<file path="src/rtl/wb_port_arbiter_pkg.sv">
// Shared write-back definitions: register-file geometry, destination-mux select encodings
// and the two-port write-back arbitration rule.
package wb_port_arbiter_pkg;

  localparam int unsigned RegNumW = 5;
  localparam int unsigned DataW   = 32;
  localparam int unsigned WaitW   = 4;

  // Destination mux select encodings, shared with the register-file write path.
  localparam logic SEL_ALU = 1'b0;
  localparam logic SEL_LL  = 1'b1;

  typedef enum logic [1:0] {
    GntNone,
    GntAlu,
    GntLl
  } grant_e;

  // The ALU wins by default. The long-latency unit wins when it has been starved for too
  // long, or when both target the same register, so that the older result lands first.
  function automatic grant_e arb_pick(input logic v_alu, input logic v_ll,
                                      input logic same_dst, input logic starved);
    grant_e g;
    g = GntNone;
    if (v_alu && v_ll) begin
      g = (same_dst || starved) ? GntLl : GntAlu;
    end else if (v_alu) begin
      g = GntAlu;
    end else if (v_ll) begin
      g = GntLl;
    end
    return g;
  endfunction

endpackage

</file>
<file path="src/rtl/wb_port_arbiter.sv">
// Register-file write-back arbiter between the ALU port (req0) and the long-latency port
// (req1). Grants are combinational; the accepted request is written one cycle later.
module wb_port_arbiter
  import wb_port_arbiter_pkg::*;
#(
  parameter int unsigned MAX_WAIT = 4
) (
  input  logic               clk,
  input  logic               clrn,
  input  logic               v0,
  input  logic [RegNumW-1:0] rn0,
  input  logic [DataW-1:0]   d0,
  output logic               rdy0,
  input  logic               v1,
  input  logic [RegNumW-1:0] rn1,
  input  logic [DataW-1:0]   d1,
  output logic               rdy1,
  output logic               wen,
  output logic [RegNumW-1:0] wn,
  output logic [DataW-1:0]   wd,
  output logic               sel,
  output logic               stall0
);

  localparam logic [WaitW-1:0] MaxWait = WaitW'(MAX_WAIT);

  logic               wen_d, wen_q;
  logic [RegNumW-1:0] wn_d, wn_q;
  logic [DataW-1:0]   wd_d, wd_q;
  logic               sel_d, sel_q;
  logic [WaitW-1:0]   wait_cnt_d, wait_cnt_q;

  grant_e grant;
  logic   grant0;
  logic   grant1;

  always_comb begin
    grant = GntNone;
    // Nothing is accepted while reset is held, so a request cannot slip past reset.
    if (clrn) begin
      grant = arb_pick(v0, v1, rn0 == rn1, wait_cnt_q >= MaxWait);
    end
    grant0 = (grant == GntAlu);
    grant1 = (grant == GntLl);
  end

  always_comb begin
    wen_d      = 1'b0;
    wn_d       = wn_q;
    wd_d       = wd_q;
    sel_d      = sel_q;
    wait_cnt_d = '0;

    unique case (grant)
      GntAlu: begin
        wn_d  = rn0;
        wd_d  = d0;
        sel_d = SEL_ALU;
        wen_d = (rn0 != '0);
      end
      GntLl: begin
        wn_d  = rn1;
        wd_d  = d1;
        sel_d = SEL_LL;
        wen_d = (rn1 != '0);
      end
      default: ;
    endcase

    if (v1 && !grant1) begin
      wait_cnt_d = (wait_cnt_q >= MaxWait) ? MaxWait : wait_cnt_q + 1'b1;
    end
  end

  always_ff @(posedge clk) begin
    if (!clrn) begin
      wen_q      <= 1'b0;
      wn_q       <= '0;
      wd_q       <= '0;
      sel_q      <= SEL_ALU;
      wait_cnt_q <= '0;
    end else begin
      wen_q      <= wen_d;
      wn_q       <= wn_d;
      wd_q       <= wd_d;
      sel_q      <= sel_d;
      wait_cnt_q <= wait_cnt_d;
    end
  end

  assign rdy0   = grant0;
  assign rdy1   = grant1;
  assign stall0 = v0 & ~grant0;
  assign wen    = wen_q;
  assign wn     = wn_q;
  assign wd     = wd_q;
  assign sel    = sel_q;

endmodule

</file>
<file path="config.mk">
export PLATFORM = sky130hd
export DESIGN_NAME = wb_port_arbiter
export DESIGN_NICKNAME = d
export VERILOG_FILES = /design/src/rtl/wb_port_arbiter_pkg.sv /design/src/rtl/wb_port_arbiter.sv
export SDC_FILE = /design/constraint.sdc
export NUM_CORES = 1
export LEC_CHECK = 0
export CORE_ASPECT_RATIO = 1.2
export CORE_MARGIN = 3
export CORE_UTILIZATION = 35
export CTS_CLUSTER_DIAMETER = 40
export DETAILED_ROUTE_END_ITERATION = 12
export PLACE_DENSITY = 0.84
export SLEW_MARGIN = 20
export SYNTH_ARGS = -nofsm -noshare
export SYNTH_HDL_FRONTEND = slang
export SYNTH_SLANG_ARGS = --single-unit
</file>
<file path="constraint.sdc">
create_clock -name clk -period 2 [get_ports clk]
set_clock_uncertainty 0.1 [all_clocks]
set_input_delay 0.5 -clock clk [delete_from_list [all_inputs] [get_ports clk]]
set_output_delay 0.5 -clock clk [all_outputs]
set_load 0.01 [all_outputs]
</file>
==> metrics.md <==
| Metric | Value |
|---|---|
| N_diodes | 0 |
| CP Class | in -> out |
| Multi-input gate area | 0.00132 mm^2 |
| Final net count | 466 |
| GRT Overall Usage | 0.170 |
| Number of remaining DRC errors | 0 |
| Gate power share | 0.340 |
| Number of fill cells | about 460 |
| Maximum vdd drop | 304 uV |
| FMAX | between 0.4 and 0.5 GHz |
| Sequential fraction of design power | 0.405 |
| Period Utilization, post-route | 1.17 |
| HP Class | reg -> reg |
| CTS Hold Bufs | 0 |
| Maximum buffer depth of the clock tree | 2 |
| #FFs+latches synth | between 40 and 50 |
| Failing checks | setup timing |
| Pin count of the biggest net entering global routing | 36 |
| FF+latch area | roughly 860 um^2 |
| Placed inst area | 0.00349 mm^2 |
| Area grow syn2layout | 86.9% |
| Vias | 2216 |
| Crit end category | output pin |
| Slew Limit Fails | 0 |
| Cell Int Power | 1730 uW |
| Drt total wl | between 7000 and 8000 um |
| Worst Setup Start Kind | input pin |
| Largest delay contributor family on the critical path | simple AND/OR/NAND/NOR gates |
| First drt pass iteration count | 4 |
| YS warnings | 0 |
| CTS root buffer | clkbuf_8 |
| Die W | around 77 um |
| Die area | 0.00708 mm^2 |
| Initial antenna violation count | 0 |
| Port buffer count | about 120 |
| Lkg Pwr | 0.00155 uW |
| Crit-path cells | buf_8, xor2_2, nor3_2, a31oi_1, ha_2, buf_6, nor2b_4, buf_6 |
| Die height | roughly 92 um |
| Critical Path Source | rn0[3] |
| 1st-iter DRT viols | 76 |
| CP bufs+invs | 3 |
| Final Wtd Congestion | 0.784 |
| Worst Path Max Fanout | 3 |
| Synth Instances | 241 |
| Final Hold Viols | 0 |
| Commonest non-fill, non-tap cell in the layout | clkdlybuf4s50_1 |
| CP arrival | 1.74 ns |
| Starting Density | 0.369 |
| Psw | between 600 and 700 uW |
| Post-layout min period | 2.34 ns |
| Min-delay src | wait_cnt_q[0] |
| CTS buffer count | 5 |
| Place WS | -1.05 ns |
| Switching share of power | 0.267 |
| MaxCap Viol Count | 0 |
| Mapped cell area | between 0.002 and 0.0025 mm^2 |
| Mean post-synth cell area | 8.86 um^2 |
| IO Count | between 100 and 150 |
| TritonCTS clock tree | done |
| Clock power frac | 0.255 |
| Crit path required time | 1.40 ns |
| CP max stage delay | 0.26 ns |
| Synth unique cells | 27 |
| Vias/cell | approximately 4.8 |
| Share of layout cells above drive strength 1 | 0.210 |
| First-pass GRT wire length | 9760 um |
| Rows | 30 |
| Slowest CP cell | nor3_2 |
| CORE AREA | 0.00578 mm^2 |
| Crit path top cell by count | buf_6 |
| Routed Antenna Nets | 0 |
| Final WS setup | -0.336 ns |
| Most frequent cells in the layout | clkdlybuf4s50_1 (103), dfxtp_1 (43), o21ai_1 (40) |
| Syn Nets | 322 |
| Clk sinks | 43 |
| Endpoints failing setup | 41 |
| Outcome | complete, but fails checks |
| Reg-to-Reg Start | wait_cnt_q[3] |
| Cell area power density | 590 mW/mm^2 |
| H-tree levels | 2 |
| Vias in the first global route | 2121 |
| Remaining Overflow, GRT | 0 |
| Post-DP HPWL | between 4000 and 5000 um |
| Post-route cell area | 0.00399 mm^2 |
| RSZ-0062 raised after global routing | yes |
| Register area share after synthesis | 0.403 |
| Clock Latency Late Sink | 0.29 ns |
| Clock slew at reported path FFs | 0.07 ns |
| DR WL/cell | around 15 um |
-- stage by stage --
step	total power (uW)	util	TNS (ns)	hold WS (ns)	std cells
after floorplan	1260	-	-4.57	0.305	241
after global placement	1600	0.605	-34.64	0.312	440
after detailed placement	1620	0.605	-37.85	0.330	440
after CTS	2270	0.638	-5.82	0.344	456
after global routing	2470	0.690	-9.51	0.406	466
final	2350	0.690	-6.69	0.381	466
-- what timing repair did --
item | CTS | global route
gates resized for setup | 93 | 52
pin swaps | 12 | 34
setup endpoints to repair | 45 | 44
setup buffers | 7 | 5
gates cloned | 1 | 5
-- state kept, by name, summed over array words and instances, names as in the netlist --
| name | cells |
|---|---|
| wn | 5 |
| wen | 1 |
| wait_cnt_q | 4 |
| wd | 32 |
| sel | 1 |
-- synth_stat cells --
| master | number | area share |
|---|---|---|
| dfxtp_1 | 43 | 0.40 |
| mux2i_1 | 38 | 0.18 |
| nand2_1 | 38 | 0.067 |
| o21ai_0 | 38 | 0.089 |
| and2_1 | 37 | 0.11 |
| clkbuf_1 | 7 | 0.012 |
| xor2_1 | 5 | 0.021 |
| buf_2 | 4 | 0.0094 |
| buf_6 | 4 | 0.021 |
| ha_1 | 3 | 0.018 |
| nor2_1 | 3 | 0.0053 |
| a21oi_1 | 2 | 0.0047 |
| buf_4 | 2 | 0.0070 |
| nor2b_1 | 2 | 0.0059 |
| o21ai_1 | 2 | 0.0047 |
| or4_1 | 2 | 0.0070 |
| a31o_2 | 1 | 0.0041 |
| a31oi_1 | 1 | 0.0029 |
| a41o_1 | 1 | 0.0047 |
| a41oi_1 | 1 | 0.0041 |
| and3_1 | 1 | 0.0029 |
| conb_1 | 1 | 0.0018 |
| nand2b_1 | 1 | 0.0029 |
| nand3_1 | 1 | 0.0023 |
| nor3_2 | 1 | 0.0047 |
| nor4b_1 | 1 | 0.0041 |
| o31a_1 | 1 | 0.0041 |
-- power groups by stage --
stage	clock network, uW	logic (uW)	registers (uW)
after floorplan	0	260	1000
after global placement	0	634	969
after detailed placement	0	649	972
after CTS	619	699	953
after global routing	648	859	962
final	600	801	954
-- cells by family after synthesis --
| kind of cell | after synthesis | share of synthesized area |
|---|---|---|
| AND/OR/NAND/NOR | 87 | 0.210 |
| AO/OA/AOI/OAI | 47 | 0.118 |
| flip-flops | 43 | 0.403 |
| multiplexers | 38 | 0.178 |
| buffers and inverters | 17 | 0.0498 |
| XOR/XNOR | 5 | 0.0205 |
| adder cells (fa/ha/maj) | 3 | 0.0176 |
| other | 1 | 0.00176 |
-- layout make-up --
class	instances	area share
Tap cell	80	0.0251
Clock buffer	8	0.0251
Multi-Input combinational cell	181	0.330
Timing Repair Buffer	154	0.405
Sequential cell	43	0.216
-- metal layers --
layer | part of all wire | vias up | global-route usage
met5 | 0 | - | 0
met4 | 0.014 | 0 | 0.0475
met3 | 0.081 | 11 | 0.0724
met2 | 0.53 | 92 | 0.317
met1 | 0.38 | 1016 | 0.170
li1 | - | 1097 | -
-- final timing paths --
check / endpoint / cells past startpoint / slack (ns)
setup / recovery: stall0 / 8 / -0.34
hold / removal: wait_cnt_q[0] / 1 / 0.38
setup reg to reg: wn[4] / 10 / -0.01
hold reg to reg: wait_cnt_q[0] / 1 / 0.38
Note: power is estimated with default switching activity, not from simulation.
